`src/rtl/counter_scheduler_if.sv`:
```
// Requester / shared-counter bundle for counter_scheduler.
// The slave side belongs to the scheduler. The master side belongs to the environment,
// meaning the requesters plus the shared up_counter.
interface counter_scheduler_if #(
  parameter int unsigned N = 4,
  parameter int unsigned W = 8
);
  logic [N-1:0]   req;
  logic [N*W-1:0] tgt;
  logic [W-1:0]   count;
  logic           cnt_rst;
  logic           cnt_en;
  logic [N-1:0]   grant;
  logic [N-1:0]   done;
  logic           busy;

  modport master (
    output req, tgt, count,
    input  cnt_rst, cnt_en, grant, done, busy
  );

  modport slave (
    input  req, tgt, count,
    output cnt_rst, cnt_en, grant, done, busy
  );
endinterface

```
`src/rtl/counter_scheduler.sv`:
```
// Round-robin scheduler that time-shares one up_counter among N requesters.
// A granted requester's target is latched when it is granted. The counter is cleared and
// then run until it matches that target, and a one-cycle done pulse goes to the owner.
module counter_scheduler #(
  parameter int unsigned N = 4,
  parameter int unsigned W = 8
) (
  input logic              clk,
  input logic              rst,
  counter_scheduler_if.slave bus
);

  localparam int unsigned IdxW = (N > 1) ? $clog2(N) : 1;

  typedef enum logic [1:0] {StIdle, StRun, StDone} state_e;

  state_e          state_q, state_d;
  logic [IdxW-1:0] own_q, own_d;
  logic [IdxW-1:0] last_q, last_d;
  logic [W-1:0]    tgt_q, tgt_d;

  logic [IdxW-1:0] win_idx;
  logic            win_vld;
  int unsigned     cand;
  logic [N-1:0]    own_oh;

  // Round-robin pick: scan last+1, last+2, ... mod N; first asserted req wins
  always_comb begin
    win_idx = last_q;
    win_vld = 1'b0;
    cand    = 0;
    for (int unsigned off = 1; off <= N; off++) begin
      cand = (32'(last_q) + off) % N;
      if (!win_vld && bus.req[IdxW'(cand)]) begin
        win_vld = 1'b1;
        win_idx = IdxW'(cand);
      end
    end
  end

  // Next-state logic, plus capture of the owner, the pointer and the target on grant
  always_comb begin
    state_d = state_q;
    own_d   = own_q;
    last_d  = last_q;
    tgt_d   = tgt_q;
    unique case (state_q)
      StIdle: begin
        if (win_vld) begin
          state_d = StRun;
          own_d   = win_idx;
          last_d  = win_idx;
          tgt_d   = bus.tgt[win_idx*W +: W];
        end
      end
      StRun: begin
        // Abort wins over a simultaneous match
        if (!bus.req[own_q]) begin
          state_d = StIdle;
        end else if (bus.count == tgt_q) begin
          state_d = StDone;
        end
      end
      StDone:  state_d = StIdle;
      default: state_d = StIdle;
    endcase
  end

  // State and datapath registers with synchronous reset
  always_ff @(posedge clk) begin
    if (rst) begin
      state_q <= StIdle;
      own_q   <= '0;
      last_q  <= IdxW'(N - 1);
      tgt_q   <= '0;
    end else begin
      state_q <= state_d;
      own_q   <= own_d;
      last_q  <= last_d;
      tgt_q   <= tgt_d;
    end
  end

  // One-hot decode of the registered owner
  always_comb begin
    own_oh = {{(N-1){1'b0}}, 1'b1} << own_q;
  end

  // Moore outputs; IDLE and DONE hold the counter in clear so every run starts at 0
  always_comb begin
    bus.cnt_rst = 1'b1;
    bus.cnt_en  = 1'b0;
    bus.grant   = '0;
    bus.done    = '0;
    bus.busy    = 1'b0;
    unique case (state_q)
      StRun: begin
        bus.cnt_rst = 1'b0;
        bus.cnt_en  = 1'b1;
        bus.grant   = own_oh;
        bus.busy    = 1'b1;
      end
      StDone: begin
        bus.grant = own_oh;
        bus.done  = own_oh;
        bus.busy  = 1'b1;
      end
      default: ;
    endcase
  end

endmodule
```
`src/flat_wrapper.sv`:
```
// flat-port wrapper written by rule: the top's interface ports become plain ports
module counter_scheduler_flat 
#(
  parameter int unsigned N = 4,
  parameter int unsigned W = 8
)
  (clk, rst, bus_req, bus_tgt, bus_count, bus_cnt_rst, bus_cnt_en, bus_grant, bus_done, bus_busy);
  counter_scheduler_if #(.N(N), .W(W)) bus_i ();
  input logic clk;
  input logic rst;
  input wire logic [$bits(bus_i.req)-1:0] bus_req;
  input wire logic [$bits(bus_i.tgt)-1:0] bus_tgt;
  input wire logic [$bits(bus_i.count)-1:0] bus_count;
  output wire logic [$bits(bus_i.cnt_rst)-1:0] bus_cnt_rst;
  output wire logic [$bits(bus_i.cnt_en)-1:0] bus_cnt_en;
  output wire logic [$bits(bus_i.grant)-1:0] bus_grant;
  output wire logic [$bits(bus_i.done)-1:0] bus_done;
  output wire logic [$bits(bus_i.busy)-1:0] bus_busy;
  assign bus_i.req = bus_req;
  assign bus_i.tgt = bus_tgt;
  assign bus_i.count = bus_count;
  assign bus_cnt_rst = bus_i.cnt_rst;
  assign bus_cnt_en = bus_i.cnt_en;
  assign bus_grant = bus_i.grant;
  assign bus_done = bus_i.done;
  assign bus_busy = bus_i.busy;
  counter_scheduler #(.N(N), .W(W)) u_core (.clk(clk), .rst(rst), .bus(bus_i));
endmodule
```
`config.mk`:
```
export PLATFORM = sky130hd
export DESIGN_NAME = counter_scheduler_flat
export DESIGN_NICKNAME = d
export VERILOG_FILES = /design/src/rtl/counter_scheduler_if.sv /design/src/rtl/counter_scheduler.sv /design/src/flat_wrapper.sv
export SDC_FILE = /design/constraint.sdc
export NUM_CORES = 1
export LEC_CHECK = 0
export CORE_ASPECT_RATIO = 0.7
export CORE_MARGIN = 2
export CORE_UTILIZATION = 42
export CTS_CLUSTER_DIAMETER = 120
export DETAILED_ROUTE_END_ITERATION = 6
export PLACE_DENSITY = 0.85
export SYNTH_ARGS = -nofsm -noshare
export SYNTH_HDL_FRONTEND = slang
export SYNTH_SLANG_ARGS = --single-unit
export TNS_END_PERCENT = 10
```
`constraint.sdc`:
```
create_clock -name clk -period 2.8 [get_ports clk]
set_clock_uncertainty 0.05 [all_clocks]
set_input_delay 0.84 -clock clk [delete_from_list [all_inputs] [get_ports clk]]
set_output_delay 0.84 -clock clk [all_outputs]
set_load 0.02 [all_outputs]
```
==> results.md <==
- Worst EP arrival: 1830 ps
- Mapped Cells: 115
- Max-cap violations: 0
- CP Capture Point: bus_grant[1]
- Flop-to-flop setup slack: 1060 ps
- Worst stage delay on the critical path: 600 ps
- H-tree levels: 1
- CTS tree: yes
- Simple-gate portion of the synthesized area: 24.0%
- CTS buffer count: 3
- Final setup fails: 0
- Clk root buf: clkbuf_4
- Rel. slew slack: 78.5%
- Tcrit/Tclk final: 97.0%
- Synth Cell Area: 0.00107 mm2
- Max Slew Vio Count: 0
- Fin crit period: 2720 ps
- Mapped Avg Cell Area: 9.28 um2
- Post-synthesis compound-gate area fraction: 15.2%
- Largest family of logic cells by synthesized area: simple AND/OR/NAND/NOR gates
- Ranking of synthesized cells by area: dfxtp_1, mux2i_1, o221ai_1
- Chip height: 46.2 um
- Seq/Total Area, Yosys: 26.3%
- Fraction of layout cells with a size suffix above 1: 7.60%
- Outcome: finished clean
- Initial antenna violation count: 0
- Crit Path Category: flip-flop to primary output
- Xor and xnor area share after synthesis: 6.57%
- HP Class: flip-flop to flip-flop
- Clock sink count: 14
- Post-DR vias/cell: 5.12
- Worst Path Required: 1910 ps
- Clock transition at path regs: 80 ps
- Final nets: 221
- Reg-to-reg endpoint: u_core.state_q[1]
- Lkg Pwr: 0.732 nW
- Synth top area share: 26.3%
- Critical Path Fanout Max: 5
- F_max: 0.368 GHz
- Starting Density: 43.7%
- ANT cells: 0
- Remaining antenna violation count: 0
- Wire per inst: 14.3 um
- Vias in the first global route: 1002
- CTS max path bufs: 2
- Initial DRC count: 43
- Post-synthesis mux area share: 17.1%
- Vias: 1049
- Max VDD drop: 0.000413 V
- Post-DP HPWL: 2420 um
- Depth of the most critical reg-to-reg path: 5
- Worst Setup End Kind: primary output
- P per Cell Area: 580 mW/mm2
- Adder-cell share of the synthesized area: 3.52%
- Port-buffer cells: 56
- Crit-path cells: inv_1, ha_1, and3b_1, clkdlybuf4s50_1
- Critical Path Start: u_core.state_q[0]
- Setup Fix Bufs, Post-CTS: 0
- Drt total wl: 2940 um
- Library cells used by synthesis: 36
- Setup_tns: 0 ps
- Most frequent cells in the layout: clkdlybuf4s50_1, mux2i_1, dfxtp_1
- Drt drc: 0
- First-pass GRT wire length: 4620 um
- Power, Total: 0.984 mW
- CP startpoint kind: flip-flop
- Row Count: 15
- Largest net degree at the start of global routing: 19
- Synth-to-layout area growth: 58.9%
- Endpoints failing hold: 0
- Clk_lat worst skew: 280 ps
- Gpl congestion: 0.761
- Worst Max-Slew Pin Slew: 322 ps
- Yosys top cell by area: dfxtp_1
- Yosys reg bits: 14
- Total Routing Usage GR: 20.2%
- I/O pin count: 57
- Hold Path Origin: u_core.tgt_q[3]
- Commonest non-fill, non-tap cell in the layout: clkdlybuf4s50_1
- Core Area: 0.00244 mm2
- Die Span X: 64.3 um
- Gr ovfl total: 0
- Yosys Warn Count: 0
- Mapped Nets: 164
- RSZ-0062 raised after global routing: no
- Setup slack after layout: 84.3 ps
- 1st-pass router iterations: 4
- CP max stage cell: clkdlybuf4s50_1
- Place WS: 110 ps
- Worst r2r src: u_core.own_q[0]
- DIE AREA: 0.00297 mm2
-- critical path: cells and delay by family (launching register included) --
family	cells	cell delay (ps)
adders and majority gates	1	340
and+or+nand+nor	1	160
DFF	1	380
buffers and inverters	2	670
-- layer usage --
metal / share of wire, % / track usage [%] / vias up
li1: - / - / 535
met1: 45 / 26.1 / 471
met2: 46 / 35.2 / 43
met3: 8.8 / 6.60 / 0
met4: 0 / 1.28 / 0
met5: 0 / 0 / -
-- repair_timing --
item,CTS,global route
hold buffers,0,0
endpoints found under the setup margin,0,2
resized for setup,0,2
-- cell type report --
cell class	count	area, um2
clock buffer	4	36.3
fill	195	744
inverter	4	15.0
multi-input combinational	90	721
sequential	14	280
tap	34	42.5
timing repair buffer	59	601
-- worst min path at each step --
stage	to	cells past startpoint	slack, ps
after floorplan	u_core.tgt_q[1]	2	440
after global placement	u_core.tgt_q[2]	2	450
after detailed placement	u_core.tgt_q[5]	2	460
after CTS	u_core.tgt_q[2]	2	490
after global routing	u_core.tgt_q[4]	2	520
final	u_core.tgt_q[3]	2	490
-- cell usage after synthesis --
cell type / instances
or2_1: 1
nor4_1: 1
a21oi_1: 6
o221ai_1: 8
nor2b_1: 1
buf_12: 1
nand2_2: 1
nor2_2: 1
mux4_2: 1
a211oi_1: 3
or4_4: 1
dfxtp_1: 14
nor3b_1: 3
and3b_1: 4
buf_4: 1
nor3_1: 1
o21ai_0: 2
and2_4: 1
buf_6: 2
o21ai_1: 1
xor2_1: 6
nand2b_1: 2
nor2_1: 7
a41o_1: 1
and3_1: 2
nand3_1: 1
mux2i_1: 16
or2b_1: 2
clkbuf_1: 2
nand3b_1: 8
a221oi_2: 1
inv_1: 4
ha_1: 3
xnor2_1: 2
buf_2: 1
nand2_1: 3
-- logic make-up after synthesis --
kind of cell / Yosys count
and+or+nand+nor: 40
AOI/OAI and AO/OA: 22
muxes: 17
DFF: 14
buffers and inverters: 11
xor gates and xnor gates: 8
adders and majority gates: 3
-- flip-flops by register name (all words and copies together), names as in the netlist --
register,count
u_core.own_q,2
u_core.last_q,2
u_core.tgt_q,8
u_core.state_q,2
-- through the flow --
stage	cell area (um2)	cells	utilization, %	hold WS (ps)
after detailed placement	1650	201	67.8	458
final	1700	205	69.5	488
after global placement	1650	201	67.8	448
after CTS	1690	205	69.3	486
after floorplan	1070	115	-	435
after global routing	1700	205	69.5	519
-- report_power, final --
group / total [mW] / internal, mW / leakage (nW) / switching, mW
Clock: 0.147 / 0.0791 / 0.0210 / 0.0680
Sequential: 0.322 / 0.258 / 0.116 / 0.0644
Combinational: 0.514 / 0.279 / 0.595 / 0.236
Total: 0.984 / 0.616 / 0.732 / 0.368
Power figures use the tool's default switching activity.
